==> src/rtl/sdram_init_sequencer.sv <==
// Power-up initialisation sequencer for an SDR SDRAM: powerup NOP delay, PRECHARGE ALL,
// a burst of AUTO REFRESH commands and LOAD MODE, then hands the bus over via config_done.
module sdram_init_sequencer #(
  parameter int                    POWERUP_CYCLES = 10000,
  parameter int                    TRP_CYCLES     = 2,
  parameter int                    TRFC_CYCLES    = 7,
  parameter int                    TMRD_CYCLES    = 2,
  parameter int                    REFRESH_COUNT  = 8,
  parameter int                    ADDR_WIDTH     = 13,
  parameter logic [ADDR_WIDTH-1:0] MODE_REG       = ADDR_WIDTH'('h020)
) (
  input  logic                  clk,
  input  logic                  reset_n,
  output logic                  s_cke,
  output logic                  s_cs_n,
  output logic                  s_ras_n,
  output logic                  s_cas_n,
  output logic                  s_we_n,
  output logic [1:0]            s_ba,
  output logic [ADDR_WIDTH-1:0] s_addr,
  output logic [1:0]            s_dqm,
  output logic                  init_busy,
  output logic                  config_done
);

  localparam int MAX_PT  = (POWERUP_CYCLES > TRP_CYCLES) ? POWERUP_CYCLES : TRP_CYCLES;
  localparam int MAX_FM  = (TRFC_CYCLES > TMRD_CYCLES) ? TRFC_CYCLES : TMRD_CYCLES;
  localparam int MAX_ALL = (MAX_PT > MAX_FM) ? MAX_PT : MAX_FM;
  localparam int CW_RAW  = $clog2(MAX_ALL);
  localparam int CW      = (CW_RAW < 1) ? 1 : CW_RAW;
  localparam int RW_RAW  = $clog2(REFRESH_COUNT + 1);
  localparam int RW      = (RW_RAW < 1) ? 1 : RW_RAW;

  localparam logic [RW-1:0] REF_LAST = RW'(REFRESH_COUNT);

  // {cs_n, ras_n, cas_n, we_n}
  localparam logic [3:0] CMD_NOP  = 4'b0111;
  localparam logic [3:0] CMD_PRE  = 4'b0010;
  localparam logic [3:0] CMD_REF  = 4'b0001;
  localparam logic [3:0] CMD_LMR  = 4'b0000;

  typedef enum logic [2:0] {
    ST_POWERUP,
    ST_PRECHARGE,
    ST_WAIT_TRP,
    ST_REFRESH,
    ST_WAIT_TRFC,
    ST_LOAD_MODE,
    ST_WAIT_TMRD,
    ST_DONE
  } state_t;

  state_t                state_reg, state_next;
  logic [CW-1:0]         count_reg, count_next;
  logic [RW-1:0]         ref_reg, ref_next, ref_inc;
  logic [3:0]            cmd_reg, cmd_next;
  logic [1:0]            ba_reg, ba_next;
  logic [ADDR_WIDTH-1:0] addr_reg, addr_next;
  logic [1:0]            dqm_reg, dqm_next;
  logic                  done_reg, done_next;
  logic                  cke_reg;

  // Command states put their command on the bus at the edge they are in; wait states
  // hold NOP and leave on the edge their counter steps from 1 to 0.
  always_comb begin
    state_next = state_reg;
    count_next = count_reg;
    ref_next   = ref_reg;
    ref_inc    = ref_reg + RW'(1);
    cmd_next   = CMD_NOP;
    ba_next    = 2'b00;
    addr_next  = '0;
    dqm_next   = 2'b11;
    done_next  = 1'b0;
    case (state_reg)
      ST_POWERUP: begin
        if (count_reg == '0) state_next = ST_PRECHARGE;
        else                 count_next = count_reg - CW'(1);
      end
      ST_PRECHARGE: begin
        cmd_next      = CMD_PRE;
        addr_next[10] = 1'b1;
        if (TRP_CYCLES == 1) begin
          state_next = ST_REFRESH;
        end else begin
          state_next = ST_WAIT_TRP;
          count_next = CW'(TRP_CYCLES - 1);
        end
      end
      ST_WAIT_TRP: begin
        if (count_reg <= CW'(1)) state_next = ST_REFRESH;
        else                     count_next = count_reg - CW'(1);
      end
      ST_REFRESH: begin
        cmd_next = CMD_REF;
        ref_next = ref_inc;
        if (TRFC_CYCLES == 1) begin
          state_next = (ref_inc == REF_LAST) ? ST_LOAD_MODE : ST_REFRESH;
        end else begin
          state_next = ST_WAIT_TRFC;
          count_next = CW'(TRFC_CYCLES - 1);
        end
      end
      ST_WAIT_TRFC: begin
        if (count_reg <= CW'(1)) state_next = (ref_reg == REF_LAST) ? ST_LOAD_MODE : ST_REFRESH;
        else                     count_next = count_reg - CW'(1);
      end
      ST_LOAD_MODE: begin
        cmd_next  = CMD_LMR;
        addr_next = MODE_REG;
        if (TMRD_CYCLES == 1) begin
          state_next = ST_DONE;
        end else begin
          state_next = ST_WAIT_TMRD;
          count_next = CW'(TMRD_CYCLES - 1);
        end
      end
      ST_WAIT_TMRD: begin
        if (count_reg <= CW'(1)) state_next = ST_DONE;
        else                     count_next = count_reg - CW'(1);
      end
      ST_DONE: begin
        dqm_next  = 2'b00;
        done_next = 1'b1;
      end
      default: state_next = ST_POWERUP;
    endcase
  end

  always_ff @(posedge clk) begin
    if (!reset_n) begin
      state_reg <= ST_POWERUP;
      count_reg <= CW'(POWERUP_CYCLES - 1);
      ref_reg   <= '0;
      cke_reg   <= 1'b0;
      cmd_reg   <= CMD_NOP;
      ba_reg    <= 2'b00;
      addr_reg  <= '0;
      dqm_reg   <= 2'b11;
      done_reg  <= 1'b0;
    end else begin
      state_reg <= state_next;
      count_reg <= count_next;
      ref_reg   <= ref_next;
      cke_reg   <= 1'b1;
      cmd_reg   <= cmd_next;
      ba_reg    <= ba_next;
      addr_reg  <= addr_next;
      dqm_reg   <= dqm_next;
      done_reg  <= done_next;
    end
  end

  assign s_cke                              = cke_reg;
  assign {s_cs_n, s_ras_n, s_cas_n, s_we_n} = cmd_reg;
  assign s_ba                               = ba_reg;
  assign s_addr                             = addr_reg;
  assign s_dqm                              = dqm_reg;
  assign config_done                        = done_reg;
  assign init_busy                          = ~done_reg;

endmodule

==> config.mk <==
export PLATFORM = sky130hd
export DESIGN_NAME = sdram_init_sequencer
export DESIGN_NICKNAME = d
export VERILOG_FILES = /design/src/rtl/sdram_init_sequencer.sv
export SDC_FILE = /design/constraint.sdc
export NUM_CORES = 1
export LEC_CHECK = 0
export CAP_MARGIN = 10
export CORE_AREA = 2 2 65 55
export DETAILED_ROUTE_END_ITERATION = 6
export DIE_AREA = 0 0 67 57
export GPL_ROUTABILITY_DRIVEN = 0
export PLACE_DENSITY = 0.77
export SYNTH_ARGS = -nofsm -noshare
export SYNTH_HDL_FRONTEND = slang
export SYNTH_SLANG_ARGS = --single-unit
==> constraint.sdc <==
create_clock -name clk -period 2.45 [get_ports clk]
set_input_delay 0.49 -clock clk [delete_from_list [all_inputs] [get_ports clk]]
set_output_delay 0.49 -clock clk [all_outputs]
set_load 0.05 [all_outputs]
**Yosys cells after proc, flatten, opt, wreduce, memory -nomap -nowiden**

Index checks and enable logic that the tools add are counted.

- Bits of input ports: 2
- Word-level logic and storage cells: 50
- Bits in registers: 42
- Output and inout bits: 24

- Order comparisons: 1
- Muxes and demuxes: 15
- Reductions and logical operators: 8
- Eq/ne operators: 14
- Bitwise logic cells: 1
- Add/sub/neg operators: 2

Operator list:

| operator | count |
|---|---|
| 14-bit one-hot mux with 4 select lines | 1 |
| 14-bit 2-to-1 mux | 2 |
| 3-bit one-hot mux with 7 select lines | 1 |
| 3-bit 2-to-1 mux | 5 |
| 14-bit by 1-bit <= comparator with 1-bit output (second input constant) | 1 |
| 14-bit logical NOT | 1 |
| 14-bit by 1-bit subtractor with 14-bit output (second input constant) | 1 |
| 3-bit == test (second input constant) | 4 |
| 2-bit != test (second input constant) | 6 |
| 3-bit one-hot mux with 3 select lines | 1 |
| 7-bit nonzero test | 1 |
| 3-bit by 2-bit == test with 1-bit output (second input constant) | 2 |
| 6-bit 2-to-1 mux | 1 |
| 5-bit AND reduction | 1 |
| 4-bit by 1-bit adder with 4-bit output (second input constant) | 1 |
| 4-bit == test (second input constant) | 1 |
| 4-bit nonzero test | 1 |
| 3-bit by 1-bit == test with 1-bit output (second input constant) | 1 |
| 3-bit logical NOT | 1 |
| 1-bit 2-to-1 mux | 3 |
| 3-bit AND reduction | 1 |
| 3-bit OR reduction | 1 |
| 2-bit 2-to-1 mux | 1 |
| 2-bit OR reduction | 1 |
| 1-bit inverter | 1 |

**Logic depth before layout (Yosys ltp)**

- Depth after elaboration: 4
- Mapped depth: 9

**Least setup slack after synthesis**

OpenSTA, ideal clock, no wires.

- Path type: register to register
- From: register count_reg[0]
- To: register count_reg[6]
- Arrival time: 1.756 ns
- Required time: 2.378 ns
- Library setup time: 0.072 ns
- Slack: 0.622 ns
- Cell stages (with the launch flop): 9
- Buffers on the path: 1
- Path through: dfxtp_1 > inv_1 > ha_1 > inv_1 > nor2_1 > a31o_1 > buf_6 > a2111oi_2 > mux2i_1

- Cells in the longest elaborated chain, start to end: 3

Ends and longest elaborated chain:

| what | RTL line | source |
|---|---|---|
| from (decl) | 54 | `logic [CW-1:0] count_reg, count_next;` |
| from (signal assigned) | 133 | `count_reg <= CW'(POWERUP_CYCLES - 1);` |
| from (signal assigned) | 143 | `count_reg <= count_next;` |
| 14-bit by 1-bit subtractor with 14-bit output, or another cell as far along | -- |  |
| 14-bit 2-to-1 mux, or another cell as far along | 91, 105, 119 |  |
| 14-bit one-hot mux with 4 select lines / 3-bit AND reduction (equally long branches) | -- |  |

Parallel ways exist; a longest one is shown, timed or not. The select of a mux whose other input is x is not followed.
A chain may end at the register's enable or synchronous reset.

**Worst setup path after layout**

Same ends and word-level chain as after synthesis.

==> flow_summary.json <==
{
  "synthCells": 190,
  "io_buffer_count": 11,
  "slowest_stage": "a2111oi_2",
  "post_cts_buffers": 0,
  "rows": 19,
  "setup_ws_ps": 334,
  "p_sw_w": 0.000259,
  "power_frac_clock": 0.436,
  "ys_seq_area_frac": 0.360,
  "dp_hpwl_um": 2160,
  "grt_overflow_total": 0,
  "max_freq_ghz": 0.472,
  "cap_viol_max_count": 0,
  "io_pins": 26,
  "synth_area_mm2": 0.00161,
  "cp.arrival_ps": 2330,
  "routed-wl-met3_um": 194,
  "grt_pass1_vias": 1172,
  "start_kind": "register",
  "yosys.area_share.xor_xnor": 0.0272,
  "clockBufferDepth": 2,
  "ant_nets": 0,
  "intPower_w": 0.000745,
  "yosys.area_share.simple": 0.231,
  "path_class": "reg2reg",
  "die-width_um": 67,
  "p_seq_frac": 0.479,
  "setup_viol": 0,
  "synth_top_family_by_area": "simple AND/OR/NAND/NOR gates",
  "p_sw_frac": 0.258,
  "hold_viol": 0,
  "die-area_mm2": 0.00382,
  "rsz0062_at_grt": "false",
  "timing.slew.headroom": 0.659,
  "cts_root_buf": "clkbuf_8",
  "first_pass_iters": 4,
  "timing.final.crit_share": 0.864,
  "ys_ff_latch": 29,
  "dp_slack_ps": 270,
  "tns_ps": 0,
  "grt_max_degree": 19,
  "synthAdderAreaFrac": 0.0310,
  "cts_made_buffers": 5,
  "yosysWarnings": 0,
  "ir_worst_vdd_uv": 272,
  "numClockSinks": 29,
  "synth-main-ff-cell": "dfxtp_1",
  "synth-async-reset-ratio": 0,
  "place_area_mm2": 0.00168,
  "area_delta_synth_final_pct": 10.3,
  "max_stage_delay_ps": 430,
  "cp-end-kind": "register",
  "period_needed_ps": 2120,
  "slew_violations": 0,
  "wl_met1_um": 1500,
  "report.power.total_w": 0.00100,
  "start_util": 0.499,
  "largest_reg_flops": 14,
  "drt-initial-drc-count": 105,
  "filler_cell_count": 311,
  "fin_hold_ws_ps": 497,
  "routed-via-count": 1314,
  "ctsHtreeMaxLevel": 2,
  "tightest_slew_ps": 509,
  "path_clk_slew_ps": 60,
  "status": "finished clean",
  "top_layer": "met4",
  "core_mm2": 0.00323,
  "leakage_nw": 0.719,
  "cts_tree": "built",
  "grt_pass1_wl_um": 5190,
  "drc_errors": 0,
  "post_cts_resized": 0,
  "clock_skew_ps": 3.43,
  "wire_per_inst_um": 12.4,
  "wl_met2_um": 1270,
  "power_density_mw_per_mm2": 564,
  "drive_above_1_share": 0.108,
  "combPwrFrac": 0.085,
  "die_h_um": 57,
  "min_path_type": "reg2reg",
  "cpMostUsedCell": "inv_1",
  "worst_ep_required_time_ps": 2660,
  "worstPathMaxFanout": 18,
  "path_cells": "inv_1 > ha_1 > inv_1 > nor2_1 > a31o_2 > a2111oi_2 > mux2i_1",
  "vias_per_cell": 5.36,
  "final_design_area_no_fill_mm2": 0.00178,
  "clk_latency_ps": 290,
  "fin_nets": 208,
  "synth_cell_types": 44,
  "synth_compound_gate_area_share": 0.201,
  "synth.avg_cell_area_um2": 8.49,
  "grt.total_usage": 0.180,
  "synth_mux_area_frac": 0.0124,
  "grt_antenna_before_repair": 0,
  "synth_edf_count": 0,
  "drt_wl_total_um": 3040,
  "holdBufCountCts": 0,
  "diodes": 0
}
## metrics by stage
stage,instances,utilization
after floorplan,203,-
after global placement,237,0.519
after detailed placement,237,0.519
after CTS,245,0.550
after global routing,245,0.550
final,245,0.550
## worst max-delay path: cells and delay by family, from the launching register on
family	cells	cell delay (ps)
adder cells (fa/ha/maj)	1	240
flip-flops	1	410
buffers and inverters	2	200
AND/OR/NAND/NOR	1	100
multiplexers	1	240
AO/OA/AOI/OAI	2	830
## final cells by class
class / instances / area [um^2] / share of cell area
flip-flops and latches: 29 / 581 / 0.326
clock inverters: 1 / 5.00 / 0.00281
multi-input cells: 141 / 863 / 0.485
well taps: 42 / 52.6 / 0.0295
inverters: 9 / 33.8 / 0.0190
clock buffers: 7 / 96.3 / 0.0541
repair buffers: 16 / 148 / 0.0830
## final timing paths
check	start	end	slack (ps)	cells past startpoint
max	count_reg[0]$_SDFFE_PN1P_	count_reg[6]$_SDFFE_PN0P_	330	7
min reg2reg	count_reg[12]$_SDFFE_PN0P_	count_reg[12]$_SDFFE_PN0P_	500	2
max reg2reg	count_reg[0]$_SDFFE_PN1P_	count_reg[6]$_SDFFE_PN0P_	330	7
min	count_reg[12]$_SDFFE_PN0P_	count_reg[12]$_SDFFE_PN0P_	500	2
## synthesized netlist by cell type, types with 2 or more instances
cell       count  area (um^2)
nor3_1         4         20.0
xnor2_1        4         35.0
a2111oi_2      2         30.0
a31oi_1        3         18.8
a21boi_0       2         15.0
and3_1         2         12.5
nand4_1        5         31.3
or2_2          2         12.5
buf_4         15          113
clkbuf_1       4         15.0
dfxtp_1       29          581
nor4_1         2         12.5
a21oi_1        6         30.0
o211ai_1       3         22.5
nand2_1       28          105
and2_1         6         37.5
nand2b_1       4         25.0
nand3b_1       2         15.0
o21ai_0        3         15.0
inv_1          9         33.8
buf_6          5         56.3
ha_1           4         50.1
nor2_1        14         52.6
a2111o_1       5         56.3
mux2i_1        2         20.0
nand3_1        7         35.0
## placed cells by master (no fill, tap or decap), types with 3 or more instances in the layout
master / count
a2111o_1: 5
a21oi_1: 6
a31oi_1: 3
and2_1: 6
buf_4: 5
clkbuf_8: 7
clkdlybuf4s50_1: 11
conb_1: 14
dfxtp_1: 29
ha_1: 4
inv_1: 9
nand2_1: 28
nand2b_1: 4
nand3_1: 7
nand4_1: 5
nor2_1: 14
nor3_1: 4
o211ai_1: 3
o21ai_0: 3
xnor2_1: 4
## power by group through the flow
stage / clock, W / sequential, W / combinational, W
2_1_floorplan: 0 / 0.000495 / 0.0000867
3_3_place_gp: 0 / 0.000491 / 0.0000837
3_5_place_dp: 0 / 0.000491 / 0.0000854
4_1_cts: 0.000444 / 0.000481 / 0.0000855
5_1_grt: 0.000462 / 0.000482 / 0.0000920
6_report: 0.000437 / 0.000481 / 0.0000858
## logic make-up (layout without fill, tap and decap cells)
kind of cell | after synthesis | after routing
and+or+nand+nor | 78 | 78
AOI/OAI and AO/OA | 38 | 38
buffers and inverters | 33 | 33
DFF | 29 | 29
xor gates and xnor gates | 5 | 5
adders and majority gates | 4 | 4
muxes | 2 | 2
other | 1 | 14
## metal layers
layer	vias to the layer above	global-route usage
li1	666	-
met1	601	0.249
met2	37	0.248
met3	10	0.0572
met4	0	0.0991
met5	-	0
Power figures use the tool's default switching activity.
